### config.mk
export PLATFORM = sky130hd
export DESIGN_NAME = ram_arbiter
export DESIGN_NICKNAME = d
export VERILOG_FILES = /design/src/rtl/ram_arbiter.sv
export SDC_FILE = /design/constraint.sdc
export NUM_CORES = 1
export LEC_CHECK = 0
export ABC_AREA = 1
export CORE_MARGIN = 3
export CORE_UTILIZATION = 33
export DETAILED_ROUTE_END_ITERATION = 8
export HOLD_SLACK_MARGIN = 0.08
export PLACE_DENSITY = 0.78
export SLEW_MARGIN = 20
export SYNTH_ARGS = -nofsm -noshare
export SYNTH_HDL_FRONTEND = slang
export SYNTH_SLANG_ARGS = --single-unit
### constraint.sdc
create_clock -name clk -period 2.3 [get_ports clk]
set_input_delay 0.46 -clock clk [delete_from_list [all_inputs] [get_ports clk]]
set_output_delay 0.46 -clock clk [all_outputs]
set_load 0.02 [all_outputs]
### src/rtl/ram_arbiter.sv
// Two-master arbiter for the single-ported test RAM: fixed priority to m0, with m1 forced in after MAX_WAIT losses.
// Latency: a request seen at posedge N gets ready during cycle N+2; each access takes 3 cycles (IDLE, ACCESS, DONE).
// Backpressure: a requester holds req and its fields stable until its one-cycle ready pulse; the loser simply waits.
module ram_arbiter #(
    parameter int ADDR_WIDTH = 32,
    parameter int DATA_WIDTH = 32,
    parameter int MAX_WAIT   = 3
) (
    input  logic                  clk,
    input  logic                  reset,
    input  logic                  m0_req,
    input  logic                  m0_we,
    input  logic [ADDR_WIDTH-1:0] m0_addr,
    input  logic [DATA_WIDTH-1:0] m0_wdata,
    output logic [DATA_WIDTH-1:0] m0_rdata,
    output logic                  m0_ready,
    input  logic                  m1_req,
    input  logic                  m1_we,
    input  logic [ADDR_WIDTH-1:0] m1_addr,
    input  logic [DATA_WIDTH-1:0] m1_wdata,
    output logic [DATA_WIDTH-1:0] m1_rdata,
    output logic                  m1_ready,
    output logic                  owner,
    output logic                  mem_wen,
    output logic                  mem_ren,
    output logic [ADDR_WIDTH-1:0] mem_addr,
    output logic [DATA_WIDTH-1:0] mem_wdata,
    input  logic [DATA_WIDTH-1:0] mem_rdata
);

    typedef enum logic [1:0] {
        IDLE   = 2'd0,
        ACCESS = 2'd1,
        DONE   = 2'd2
    } state_t;

    localparam logic [3:0] WAIT_LIMIT = 4'(MAX_WAIT);

    state_t                  state, state_nxt;
    logic [3:0]              wait_cnt, wait_cnt_nxt;
    logic                    any_req;
    logic                    grant_m1;
    logic                    owner_nxt;
    logic                    mem_wen_nxt, mem_ren_nxt;
    logic [ADDR_WIDTH-1:0]   mem_addr_nxt;
    logic [DATA_WIDTH-1:0]   mem_wdata_nxt;
    logic [DATA_WIDTH-1:0]   m0_rdata_nxt, m1_rdata_nxt;
    logic                    m0_ready_nxt, m1_ready_nxt;

    assign any_req  = m0_req | m1_req;
    // m1 wins when it is alone, or when it has already lost WAIT_LIMIT times in a row.
    assign grant_m1 = m1_req & (~m0_req | (wait_cnt == WAIT_LIMIT));

    // State and every output are registered together so reset drops them all at once.
    always_ff @(posedge clk or negedge reset) begin
        if (!reset) begin
            state     <= IDLE;
            wait_cnt  <= '0;
            owner     <= 1'b0;
            mem_wen   <= 1'b0;
            mem_ren   <= 1'b0;
            mem_addr  <= '0;
            mem_wdata <= '0;
            m0_rdata  <= '0;
            m1_rdata  <= '0;
            m0_ready  <= 1'b0;
            m1_ready  <= 1'b0;
        end else begin
            state     <= state_nxt;
            wait_cnt  <= wait_cnt_nxt;
            owner     <= owner_nxt;
            mem_wen   <= mem_wen_nxt;
            mem_ren   <= mem_ren_nxt;
            mem_addr  <= mem_addr_nxt;
            mem_wdata <= mem_wdata_nxt;
            m0_rdata  <= m0_rdata_nxt;
            m1_rdata  <= m1_rdata_nxt;
            m0_ready  <= m0_ready_nxt;
            m1_ready  <= m1_ready_nxt;
        end
    end

    always_comb begin
        state_nxt = state;
        case (state)
            IDLE:    if (any_req) state_nxt = ACCESS;
            ACCESS:  state_nxt = DONE;
            DONE:    state_nxt = IDLE;
            default: state_nxt = IDLE;
        endcase
    end

    always_comb begin
        wait_cnt_nxt  = wait_cnt;
        owner_nxt     = owner;
        mem_wen_nxt   = 1'b0;
        mem_ren_nxt   = 1'b0;
        mem_addr_nxt  = mem_addr;
        mem_wdata_nxt = mem_wdata;
        m0_rdata_nxt  = m0_rdata;
        m1_rdata_nxt  = m1_rdata;
        m0_ready_nxt  = 1'b0;
        m1_ready_nxt  = 1'b0;
        case (state)
            IDLE: begin
                if (!m1_req || grant_m1) begin
                    wait_cnt_nxt = '0;
                end else if (wait_cnt != WAIT_LIMIT) begin
                    wait_cnt_nxt = wait_cnt + 4'd1;
                end
                if (any_req) begin
                    owner_nxt = grant_m1;
                    if (grant_m1) begin
                        mem_addr_nxt  = m1_addr;
                        mem_wdata_nxt = m1_wdata;
                        mem_wen_nxt   = m1_we;
                        mem_ren_nxt   = ~m1_we;
                    end else begin
                        mem_addr_nxt  = m0_addr;
                        mem_wdata_nxt = m0_wdata;
                        mem_wen_nxt   = m0_we;
                        mem_ren_nxt   = ~m0_we;
                    end
                end
            end
            ACCESS: begin
                // The RAM updated mem_rdata on the negedge inside this cycle.
                if (mem_ren) begin
                    if (owner) m1_rdata_nxt = mem_rdata;
                    else       m0_rdata_nxt = mem_rdata;
                end
                if (owner) m1_ready_nxt = 1'b1;
                else       m0_ready_nxt = 1'b1;
            end
            DONE: begin
                owner_nxt = 1'b0;
            end
            default: begin
                owner_nxt = 1'b0;
            end
        endcase
    end

endmodule

**After elaboration in Yosys (flattened, before gate mapping)**

Index checks and enable logic that the tools add are counted.

- Register bits after elaboration: 139
- Output and inout bits: 133

- Multiplexer cells: 18
- Reduce and logical (&&, ||, !) cells: 9
- Add/subtract/negate cells: 1
- Bitwise operators: 8
- Equal/unequal tests: 4

Operator list:

| operator | count |
|---|---|
| 32-bit two-way mux | 2 |
| 1-bit two-way mux | 11 |
| 4-bit two-way mux | 2 |
| 2-bit AND reduction | 3 |
| 3-bit AND reduction | 2 |
| 1-bit NOT | 5 |
| 4-bit by 1-bit adder with 4-bit output (second input constant) | 1 |
| 4-bit by 2-bit == test with 1-bit output (second input constant) | 1 |
| 4-bit by 2-bit != test with 1-bit output (second input constant) | 1 |
| 2-bit case mux with 2 select lines | 1 |
| 2-bit by 1-bit == test with 1-bit output (second input constant) | 1 |
| 2-bit logical NOT | 1 |
| 2-bit two-way mux | 1 |
| 2-bit != test (second input constant) | 1 |
| 1-bit bitwise OR | 2 |
| 1-bit case mux with 2 select lines | 1 |
| 2-bit nonzero test | 1 |
| 1-bit AND | 1 |
| 1-bit logical NOT | 1 |
| 1-bit logical OR | 1 |

**Longest topological paths before layout**

Gate-level depths: netlist of run 1.

- Depth in word-level cells: 6
- Mapped depth: 9
- Gate-level depth less buffers: 7

**Worst setup path before layout of run 1**

OpenSTA, ideal clock, no wires.

- Path type: reg-to-reg
- Start point: register wait_cnt[0]
- End point: register mem_addr[27]
- Arrival time: 1315 ps
- Cell stages (with the launch flop): 10
- Period minus slack after synthesis: 1432 ps
- Path slack: 868 ps
- Buffers on the path: 2
- Required time: 2182 ps
- Setup time: 118 ps
- Cells stage by stage: dfrtp_1 ha_1 nand2_1 nand2_1 nand2_1 buf_2 buf_2 nand2_1 nand3_1 nand2_1

- Cells in the longest elaborated chain, start to end: 4

Ends and longest elaborated chain:

| element | RTL line | source |
|---|---|---|
| start, declared | 40 | `logic [3:0] wait_cnt, wait_cnt_nxt;` |
| start signal, assigned | 70 | `wait_cnt <= wait_cnt_nxt;` |
| 4-bit by 2-bit == test with 1-bit output | 52 | `assign grant_m1 = m1_req & (~m0_req \| (wait_cnt == WAIT_LIMIT));` |
| 1-bit bitwise OR | 52 |  |
| 1-bit AND | 52 |  |
| 32-bit two-way mux | 113 | `if (grant_m1) begin` |
| end signal, assigned | 74 | `mem_addr <= mem_addr_nxt;` |
| end, declared | 26 | `output logic [ADDR_WIDTH-1:0] mem_addr,` |

No other way between the ends.
A chain may end at the register's enable or synchronous reset.

**Final worst setup path of run 1**

- Start point: register state[0]
- End point: register mem_addr[27]

- Cells in the longest elaborated chain, start to end: 2

Ends and longest elaborated chain:

| element | RTL line | source |
|---|---|---|
| start, declared | 39 | `state_t state, state_nxt;` |
| start signal, assigned | 69 | `state <= state_nxt;` |
| 2-bit logical NOT | 104 | `case (state)` |
| 2-bit AND reduction (no line) | -- |  |

No other way between the ends.

==> results of run 1 <==
## area by class of cell
| cell class | instances | area [sq um] | share of cell area (%) |
|---|---|---|---|
| clock buffers | 18 | 429 | 4.12 |
| clock inverters | 14 | 233 | 2.23 |
| inverters | 167 | 627 | 6.02 |
| multi-input cells | 484 | 2130 | 20.5 |
| flip-flops and latches | 139 | 3480 | 33.4 |
| well taps | 260 | 325 | 3.12 |
| repair buffers | 311 | 3190 | 30.6 |
## synthesized netlist by cell type, drive strengths merged
| cell type | number |
|---|---|
| nand2 | 268 |
| inv | 167 |
| dfrtp | 139 |
| nand3 | 130 |
| o21ai | 68 |
| buf | 31 |
| clkbuf | 16 |
| nor2 | 11 |
| or2 | 2 |
| a21oi | 1 |
| ha | 1 |
| nand3b | 1 |
| xnor2 | 1 |
| xor2 | 1 |
## power by group
group | internal (W) | leakage [nW] | switching, W
clock | 0.00196 | 0.320 | 0.00112
sequential | 0.00367 | 1.66 | 0.000711
combinational | 0.00311 | 3.38 | 0.00369
total | 0.00874 | 5.36 | 0.00552
## worst max path at each step
stage                                     end  slack [ns]  depth (start not counted)
floorplan            mem_addr[27]$_DFFE_PN0P_        0.87                          9
global placement    mem_wdata[31]$_DFFE_PN0P_       -0.12                          8
detailed placement  mem_wdata[15]$_DFFE_PN0P_       -0.17                          8
CTS                  mem_addr[27]$_DFFE_PN0P_        0.25                          7
global route         mem_addr[27]$_DFFE_PN0P_        0.09                          7
finish               mem_addr[27]$_DFFE_PN0P_        0.29                          7
## metal layers
| metal | vias to the layer above | routed length, um | part of all wire, % |
|---|---|---|---|
| li1 | 3097 | - | - |
| met1 | 2855 | 7800 | 41 |
| met2 | 272 | 9020 | 47 |
| met3 | 11 | 2050 | 11 |
| met4 | 0 | 217 | 1.1 |
| met5 | - | 0 | 0 |
## sequential cells by signal, summed over array words and instances, names as in the netlist
register	cells
m0_rdata	32
m0_ready	1
m1_rdata	32
m1_ready	1
mem_addr	32
mem_ren	1
mem_wdata	32
mem_wen	1
owner	1
state	2
wait_cnt	4
## metrics by stage
step	utilization (%)	TNS [ns]	std cells
finish	54.8	0	1393
global route	54.8	0	1393
CTS	54.8	0	1393
detailed placement	51.2	-9.11	1360
global placement	51.2	-5.69	1360
floorplan	-	0	837
## cell families after synthesis
kind of cell    after synthesis  share of synthesized area (%)
simple gates                412                           26.9
compound gates               69                           5.32
fa+ha+maj                     1                          0.193
flops                       139                           53.5
xor+xnor                      2                          0.270
buf+inv                     214                           13.8
==> flow_summary.json, run 1 <==
{
  "tightest_slew_ns": 0.823,
  "routed_wl_um": 19100,
  "core_sq_mm": 0.0190,
  "cp_cell_sequence": "nor2_2 -> inv_2 -> nor2_4 -> inv_2 -> buf_12 -> nand2_1 -> nand2_1",
  "hp-class": "flip-flop to flip-flop",
  "synth_seq_cells": 139,
  "critPathArrivalTime_ns": 2.31,
  "remaining_drc_errors": 0,
  "via_count": 6235,
  "holdPathEnd": "state[1]$_DFFE_PN0N_",
  "ys_seq_area_share_pct": 53.5,
  "first_iter_violations": 234,
  "yosysTopAreaCell": "dfrtp_1",
  "outcome": "finished, final reports clean",
  "dpl_worst_slack_ns": -0.168,
  "critPathKind": "flip-flop to flip-flop",
  "drv_cap": 0,
  "cp_slowest_stage_delay_ns": 0.66,
  "track_usage_pct": 18.1,
  "rr_worst_depth": 7,
  "cts_max_path_buffers": 2,
  "firstDrtPassIters": 5,
  "gr-total-overflow": 0,
  "htree_levels": 4,
  "ios": 299,
  "start_util_pct": 34.2,
  "clock_latency_ns": 0.41,
  "antenna_found_initial": 0,
  "synth.area.top_cells": "dfrtp_1 54%, nand2_1 15%, nand3_1 10%",
  "die_height_um": 146,
  "clkSlewWorstSetupHoldPaths_ns": 0.06,
  "grt_max_degree": 68,
  "layout_commonest_cell": "clkdlybuf4s50_1",
  "crit_start": "state[0]$_DFFE_PN0N_",
  "grtUsageMet3_pct": 7.29,
  "cp.required_ns": 2.60,
  "avgRoutedWirePerCell_um": 13.7,
  "cts.repair.resized": 0,
  "hold_viol": 0,
  "skew_ns": 0.00994,
  "gp_congestion": 0.820,
  "final_cell_mix": "296 x clkdlybuf4s50_1, 264 x nand2_1, 164 x inv_1, 139 x dfrtp_1, 130 x nand3_1",
  "grt_pass1_wl_um": 31400,
  "cts_buffers": 17,
  "die_w_um": 146,
  "use_met2_pct": 29.8,
  "rrSetupSlack_ns": 0.29,
  "peakVddDrop_mv": 0.550,
  "clock_sinks": 139,
  "fin_crit_sh_pct": 87.6,
  "final_cell_area_sq_mm": 0.0104,
  "syn_inst": 837,
  "postPlaceCellArea_sq_mm": 0.00975,
  "hold_slack_ns": 0.472,
  "min_delay_path_depth": 1,
  "worstSetupStartpointType": "flip-flop",
  "critPathTopFamily": "simple AND/OR/NAND/NOR gates",
  "drive_gt1_share_pct": 5.21,
  "drt-vias-per-instance": 4.48,
  "reg2reg_from": "state[0]$_DFFE_PN0N_",
  "nNetsFinal": 1287,
  "n_antenna_cell": 0,
  "fp.dieArea_sq_mm": 0.0214,
  "port_buffers": 298,
  "yosys_warnings": 0,
  "finalSetupViolCount": 0,
  "grt_pass1_vias": 6123,
  "synthDistinctLibCells": 23,
  "grtUsageMet1_pct": 22.1,
  "syn_area_sq_mm": 0.00650,
  "hold_buffers": 1,
  "row_count": 50,
  "cts_root_buf": "clkbuf_16",
  "rsz0062_at_grt": "false",
  "dp_hpwl_um": 14100,
  "hold_start": "state[1]$_DFFE_PN0N_",
  "power-per-cell-area_mw_per_mm2": 1370,
  "busiest_layer": "met2",
  "min_period_ns": 2.01,
  "area_growth_pct": 60.4,
  "worstSetupEndpointType": "flip-flop",
  "report.final.slew_viol_count": 0,
  "reg2reg_to": "mem_addr[27]$_DFFE_PN0P_",
  "path_buf_inv": 3,
  "slowest_stage": "nor2_4",
  "ant_nets": 0,
  "max_freq_ghz": 0.497,
  "fillers": 1757,
  "finalPower_w": 0.0143,
  "power_leakage_nw": 5.36,
  "syn_nets": 1004,
  "cts_tree": "done",
  "synth_top_area_share_pct": 53.5,
  "maxSlewHeadroom_pct": 45.0,
  "syn_avg_cell_area_sq_um": 7.76,
  "fin_ws_ns": 0.286,
  "worstPathMaxFanout": 39,
  "post_cts_buffers": 0
}
(Power assumes the default switching activity.)
==> inputs of run 2 (changes only) <==
--- a/config.mk
+++ b/config.mk
@@ -6,6 +6,7 @@
 export NUM_CORES = 1
 export LEC_CHECK = 0
 export ABC_AREA = 1
+export CAP_MARGIN = 30
 export CORE_MARGIN = 3
 export CORE_UTILIZATION = 33
 export DETAILED_ROUTE_END_ITERATION = 8
==> results of run 2 <==
Final layout, timing and power as in run 1 (identical DEF).
